`src/rtl/gate_tester.sv`:
```
// ============================================================================
//  Module   : gate_tester
//  Purpose  : Exhaustive truth-table sweep of a 2-input gate. Each {A,B}
//             vector is held for SETTLE_CYCLES, sampled for one cycle and
//             compared against EXPECT_TT. Optional macro GATE_TESTER_LOOP_EN
//             enables continuous sweeping plus a saturating error counter.
//  Revision : 1.0  initial release
// ============================================================================
`default_nettype none

module gate_tester #(
    parameter int         SETTLE_CYCLES = 2,
    parameter logic [3:0] EXPECT_TT     = 4'b1110
) (
    input  logic       clk,
    input  logic       rst_n,
    input  logic       start,
    input  logic       dut_out,
    output logic       A,
    output logic       B,
    output logic       busy,
    output logic       done,
    output logic       pass,
    output logic [3:0] fail_vec
`ifdef GATE_TESTER_LOOP_EN
    ,
    output logic [7:0] err_count
`endif
);

    // Zero is promoted to one; anything beyond the 4-bit counter is clamped.
    localparam logic [3:0] c_SETTLE_LOAD = (SETTLE_CYCLES < 1)  ? 4'd1  :
                                           (SETTLE_CYCLES > 15) ? 4'd15 :
                                           4'(SETTLE_CYCLES);

    typedef enum logic [1:0] {
        S_IDLE   = 2'd0,
        S_SETTLE = 2'd1,
        S_SAMPLE = 2'd2,
        S_DONE   = 2'd3
    } state_t;

    state_t     r_state;
    state_t     w_next_state;
    logic       w_launch;
    logic [1:0] r_idx;
    logic [1:0] r_ab;
    logic [3:0] r_cnt;
    logic [3:0] r_fail_vec;
    logic       r_pass;
    logic       w_mismatch;
    logic [3:0] w_fail_next;

    always_ff @(posedge clk or negedge rst_n) begin
        if (!rst_n) begin
            r_state <= S_IDLE;
        end else begin
            r_state <= w_next_state;
        end
    end

    always_comb begin
        w_next_state = r_state;
        w_launch     = 1'b0;
        case (r_state)
            S_IDLE: begin
                if (start) begin
                    w_launch     = 1'b1;
                    w_next_state = S_SETTLE;
                end
            end
            S_SETTLE: begin
                if (r_cnt <= 4'd1) begin
                    w_next_state = S_SAMPLE;
                end
            end
            S_SAMPLE: begin
                w_next_state = (r_idx == 2'd3) ? S_DONE : S_SETTLE;
            end
            S_DONE: begin
`ifdef GATE_TESTER_LOOP_EN
                w_launch     = 1'b1;
                w_next_state = S_SETTLE;
`else
                w_next_state = S_IDLE;
`endif
            end
            default: begin
                w_next_state = S_IDLE;
            end
        endcase
    end

    // The final vector's mismatch is folded in before pass is evaluated.
    assign w_mismatch  = (r_state == S_SAMPLE) && (dut_out != EXPECT_TT[r_idx]);
    assign w_fail_next = r_fail_vec | ({3'b000, w_mismatch} << r_idx);

    always_ff @(posedge clk or negedge rst_n) begin
        if (!rst_n) begin
            r_idx      <= 2'd0;
            r_ab       <= 2'b00;
            r_cnt      <= 4'd0;
            r_fail_vec <= 4'b0000;
            r_pass     <= 1'b0;
        end else if (w_launch) begin
            r_idx      <= 2'd0;
            r_ab       <= 2'b00;
            r_cnt      <= c_SETTLE_LOAD;
            r_fail_vec <= 4'b0000;
            r_pass     <= 1'b0;
        end else begin
            case (r_state)
                S_SETTLE: begin
                    if (r_cnt != 4'd0) begin
                        r_cnt <= r_cnt - 4'd1;
                    end
                end
                S_SAMPLE: begin
                    r_fail_vec <= w_fail_next;
                    if (r_idx == 2'd3) begin
                        r_ab   <= 2'b00;
                        r_cnt  <= 4'd0;
                        r_pass <= (w_fail_next == 4'b0000);
                    end else begin
                        r_idx <= r_idx + 2'd1;
                        r_ab  <= r_idx + 2'd1;
                        r_cnt <= c_SETTLE_LOAD;
                    end
                end
                default: begin
                end
            endcase
        end
    end

`ifdef GATE_TESTER_LOOP_EN
    logic [7:0] r_err_count;

    always_ff @(posedge clk or negedge rst_n) begin
        if (!rst_n) begin
            r_err_count <= 8'd0;
        end else if ((r_state == S_DONE) && (r_fail_vec != 4'b0000) &&
                     (r_err_count != 8'hFF)) begin
            r_err_count <= r_err_count + 8'd1;
        end
    end

    assign err_count = r_err_count;
`endif

    assign A        = r_ab[1];
    assign B        = r_ab[0];
    assign busy     = (r_state == S_SETTLE) || (r_state == S_SAMPLE);
    assign done     = (r_state == S_DONE);
    assign pass     = r_pass;
    assign fail_vec = r_fail_vec;

endmodule

`default_nettype wire

```
`config.mk`:
```
export PLATFORM = sky130hd
export DESIGN_NAME = gate_tester
export DESIGN_NICKNAME = d
export VERILOG_FILES = /design/src/rtl/gate_tester.sv
export SDC_FILE = /design/constraint.sdc
export NUM_CORES = 1
export LEC_CHECK = 0
export CAP_MARGIN = 20
export CORE_UTILIZATION = 50
export DETAILED_ROUTE_END_ITERATION = 10
export MAX_ROUTING_LAYER = met4
export PLACE_DENSITY = 0.73
export SYNTH_ARGS = -nofsm -noshare
export SYNTH_HDL_FRONTEND = slang
export SYNTH_SLANG_ARGS = --single-unit
```
`constraint.sdc`:
```
create_clock -name clk -period 3.9 [get_ports clk]
set_input_delay 0.78 -clock clk [delete_from_list [all_inputs] [get_ports clk]]
set_output_delay 0.78 -clock clk [all_outputs]
set_load 0.05 [all_outputs]
```
==> summary.txt, run 1 <==
GRT
  – Congestion Overflow GR: 0
  – Antenna violations before repair: 0
  – Number of global-route vias before repair: 639
  – Largest net degree at the start of global routing: 16
  – Global-route wire length before repair: 2720 um
  – GR Util All Layers: 20.2%

Layout
  – Multi-input logic area: 440 um2
  – Fin area: 1010 um2
  – Nets: 114
  – Fillers: 123
  – Reg area: 375 um2
  – Share of layout cells above drive strength 1: 9.90%
  – Area grow syn2layout: 18.5%
  – # diodes: 0

Yosys
  – Cells after Synth: 87
  – Mapped Area: 851 um2
  – Post-synthesis sequential area ratio: 44.1%
  – Async SR Flop Fraction: 100%
  – Most instantiated cells after synthesis: 15 x dfrtp_1, 13 x nor2_1, 8 x ha_1
  – Yosys top cell area share: 44.1%
  – Most frequent cell after synthesis: dfrtp_1
  – Area contributors post-synth: dfrtp_1 44%, ha_1 12%, nor2_1 5.7%
  – Yosys warning total: 0
  – Synth Flop Type: dfrtp_1
  – Cell variety after synth: 31
  – Synth area leader: dfrtp_1
  – Synth Area per Inst: 9.78 um2
  – Syn nets: 99
  – Register bit total from synthesis: 15
  – Post-synth EDFFs: 0

Drt
  – DR iter-0 viols: 4
  – Via count: 637
  – Drt wl/cell: 12.9 um
  – TritonRoute pass-1 iters: 3
  – Routed WL: 1520 um
  – # DRC: 0
  – Final ANT Viol Nets: 0
  – Via-per-instance ratio: 5.44

Timing
  – Period utilisation layout: 67.7%
  – Final setup vio count: 0
  – Setup_tns: 0 ns
  – Max-slew violations: 0
  – Fmax: 0.379 GHz
  – Slew headroom: 54.8%
  – Final Skew: 0.00618 ns
  – Final count of hold timing violations: 0
  – Least-Margin Pin Slew: 0.675 ns
  – Final worst slack: 1.26 ns
  – RSZ-0062 raised after global routing: false
  – Fin crit period: 2.64 ns

Placement
  – Placer Congestion: 0.835
  – Post-DP Area: 982 um2
  – Port Buffers: 12
  – DP HPWL: 1150 um
  – Worst slack at placement: 1.57 ns

Min path
  – Worst min path class: reg -> reg

Floorplan
  – IO Pins: 13
  – Core box area: 1540 um2
  – # rows: 14
  – Die Ht: 43.3 um
  – Initial core utilization: 55.2%
  – Die width: 43.3 um
  – Die area: 1870 um2

CTS
  – Clock root buffer: clkbuf_4
  – Clk sinks: 15
  – Worst skew pair latency: 0.28 ns
  – CTS tree: built
  – CTS max path bufs: 2
  – Hold_buf cts: 0
  – CTS resizes: 0
  – Total CTS buffers: 3
  – H-tree levels: 1
  – Worst-path clk slew: 0.09 ns
  – Setup bufs post-CTS: 0

Critical path
  – CP Capture Type: primary output
  – Crit start category: flop
  – Peak fanout along the critical path: 4
  – Kind of critical path: reg -> out
  – Arrival time worst endpoint: 1.86 ns
  – Worst path cell trace: inv_1, ha_1, clkdlybuf4s50_1
  – Critical path data required time: 3.12 ns
  – CP max-delay cell: clkdlybuf4s50_1
  – Max incr delay on CP: 0.79 ns

Run status
  – Status: finished clean

Job
  – MaxCap Viol Count: 0
-- final timing paths --
path | slack [ns] | endpoint | depth (start not counted) | from
setup / recovery | 1.26 | busy | 3 | r_state[0]
hold / removal | 0.53 | fail_vec[3] | 2 | fail_vec[3]
setup reg to reg | 2.19 | r_idx[1] | 6 | r_state[0]
hold reg to reg | 0.53 | fail_vec[3] | 2 | fail_vec[3]
max in group asynchronous | 2.57 | r_ab[0] | 1 | rst_n
min in group asynchronous | 0.90 | r_state[0] | 1 | rst_n
-- per-stage QoR --
stage	cells	utilization, %	hold slack (ns)
6_report	117	65.4	0.528
5_1_grt	117	65.4	0.570
4_1_cts	117	65.4	0.538
3_5_place_dp	113	63.7	0.516
3_3_place_gp	113	63.7	0.502
2_1_floorplan	87	-	0.484
-- flip-flops by register name, summed over array words and instances, names as in the netlist --
name	count
r_state	2
fail_vec	4
r_cnt	4
pass	1
r_ab	2
r_idx	2
-- kinds of logic after synthesis --
family                   synth area share, %
AND/OR/NAND/NOR                         20.6
adder cells (fa/ha/maj)                 11.8
XOR/XNOR                                2.06
buffers and inverters                   4.12
AO/OA/AOI/OAI                           16.2
multiplexers                            1.18
flip-flops                              44.1
-- per-layer routing --
layer	vias to the layer above	share of wire, %	track usage [%]
met5	-	0	-
met4	0	0	3.64
met3	0	4.4	7.66
met2	11	46	31.0
met1	299	50	25.9
li1	327	-	-
-- worst max-delay path: cells and delay by family, from the launching register on --
family | cells | cell delay [ns]
buf+inv | 2 | 0.89
flops | 1 | 0.41
fa+ha+maj | 1 | 0.28
-- layout by cell type, fill, tap and decap left out, types with 2 or more instances in the layout --
cell type,netlist,routed
a21oi_1,5,5
a41oi_1,2,2
clkbuf_4,0,3
clkdlybuf4s50_1,0,12
dfrtp_1,15,15
ha_1,8,8
inv_1,7,7
nand2_1,7,7
nor2_1,13,13
nor2b_1,3,3
nor3_1,3,3
o31ai_1,2,2
xnor2_1,2,2
-- final cells by class --
type / count / share of cell area, %
Tap cell: 16 / 1.99
Inverter: 7 / 2.61
Timing Repair Buffer: 12 / 11.9
Clock buffer: 4 / 2.61
Sequential cell: 15 / 37.2
Multi-Input combinational cell: 63 / 43.7
Power of run 1 is not shown: default switching activity piles up to over one toggle a cycle in this logic, so the estimate is an artifact.
==> run 2: changes to the inputs <==
- CORE_UTILIZATION: 50 -> 46
- PLACE_DENSITY: 0.73 -> 0.7
- clock period: 3.9 -> 2.25 ns (I/O delays scaled with it)
==> run 2 against run 1 <==
  * Register-to-register slack worse by 1.7 ns
  * Sequential share of layout area down 0.37 points
  * Global-route usage down 0.53 points
==> summary.txt, run 2 (synthesis results as in run 1) <==
CTS
  – H-tree levels: 1
  – Hold_buf cts: 0
  – Clock root buffer: clkbuf_4
  – Total CTS buffers: 3
  – Worst skew pair latency: 0.29 ns
  – CTS tree: built
  – CTS resizes: 0
  – Clk sinks: 15
  – CTS max path bufs: 2
  – Setup bufs post-CTS: 0
  – Worst-path clk slew: 0.09 ns

Drt
  – Routed WL: 1600 um
  – DR iter-0 viols: 9
  – # DRC: 0
  – Via-per-instance ratio: 5.21
  – Via count: 657
  – TritonRoute pass-1 iters: 4
  – Drt wl/cell: 12.7 um
  – Final ANT Viol Nets: 0

Timing
  – Final setup vio count: 0
  – Fmax: 0.471 GHz
  – Slew headroom: 55.0%
  – Period utilisation layout: 94.4%
  – Least-Margin Pin Slew: 0.672 ns
  – Max-slew violations: 0
  – Final count of hold timing violations: 0
  – Fin crit period: 2.12 ns
  – Setup_tns: 0 ns
  – Final Skew: 0.00306 ns
  – RSZ-0062 raised after global routing: false

Floorplan
  – Die Ht: 45.0 um
  – # rows: 15
  – Core box area: 1730 um2
  – Initial core utilization: 49.3%
  – IO Pins: 13
  – Die width: 45.0 um
  – Die area: 2030 um2

Run status
  – Status: finished clean

Placement
  – Port Buffers: 12
  – DP HPWL: 1180 um
  – Placer Congestion: 0.787

Min path
  – Hold Path Stages: 2
  – Worst min path class: reg -> reg

Critical path
  – Kind of critical path: reg -> out
  – Crit start category: flop
  – Arrival time worst endpoint: 1.67 ns
  – Peak fanout along the critical path: 5
  – CP Capture Type: primary output
  – Critical path data required time: 1.80 ns
  – Cells on worst reg2reg path: 6

Layout
  – Share of layout cells above drive strength 1: 11.9%
  – # diodes: 0
  – Most common cell after layout, fill and taps aside: dfrtp_1
  – Nets: 114
  – Area grow syn2layout: 19.7%
  – Most frequent cells in the layout: 15 x dfrtp_1, 13 x nor2_1, 11 x clkdlybuf4s50_1

GRT
  – Met3 Usage GRT: 3.60%
  – Congestion Overflow GR: 0
  – Global-route wire length before repair: 2650 um
  – Antenna violations before repair: 0
  – Met2 Track Usage GR: 30.1%
  – GR Util All Layers: 19.7%
  – Number of global-route vias before repair: 627
  – Grt peak-use layer: met2
  – Largest net degree at the start of global routing: 16
  – Met1 usage: 23.8%

Job
  – MaxCap Viol Count: 0
==> run 2: layer usage <==
layer	up-vias	part of all wire (%)
met5	-	0
met4	0	2.9
met3	4	2.7
met2	14	47
met1	310	47
li1	329	-
==> run 2: critical path, cell delays in order (launching register included) <==
cell and delay (ns):
dfrtp_1 0.42, ha_1 0.17, clkdlybuf4s50_1 0.79
==> run 2: layout make-up <==
class	instances	area, um2
clock inverter	1	5.00
clock buffer	3	22.5
multi-input combinational	63	440
sequential	15	375
fill	160	708
timing repair buffer	12	118
inverter	7	26.3
tap	25	31.3
==> run 2: per-stage QoR <==
step           util, %  hold slack [ns]  cell area (um2)  worst slack, ns  cells
3_5_place_dp      57.4            0.501              991            0.445    122
3_3_place_gp      57.4            0.504              991            0.484    122
5_1_grt           59.0            0.546             1020           0.0801    126
6_report          59.0            0.526             1020            0.126    126
2_1_floorplan        -            0.154              851            0.788     87
4_1_cts           59.0            0.522             1020            0.126    126
==> run 2: final timing paths <==
kind                       slack, ns        start     endpoint
max                             0.13   r_state[1]         done
min                             0.53  fail_vec[2]  fail_vec[2]
max reg2reg                     0.54   r_state[0]     r_idx[1]
min reg2reg                     0.53  fail_vec[2]  fail_vec[2]
max in group asynchronous       1.26        rst_n     r_cnt[2]
min in group asynchronous       0.56        rst_n  fail_vec[2]
Power of run 2 is left out for the same reason.
==> run 3: changes to the inputs <==
- MAX_ROUTING_LAYER: met4 -> default
==> results of run 3 <==
The final DEF is identical to that of run 2; final timing and power are the same.
Main changes from that run: final weighted congestion in routability-driven placement 0.787 -> 0.776; overall routing resource usage 19.7% -> 19.1%
Power of run 3 is left out for the same reason.
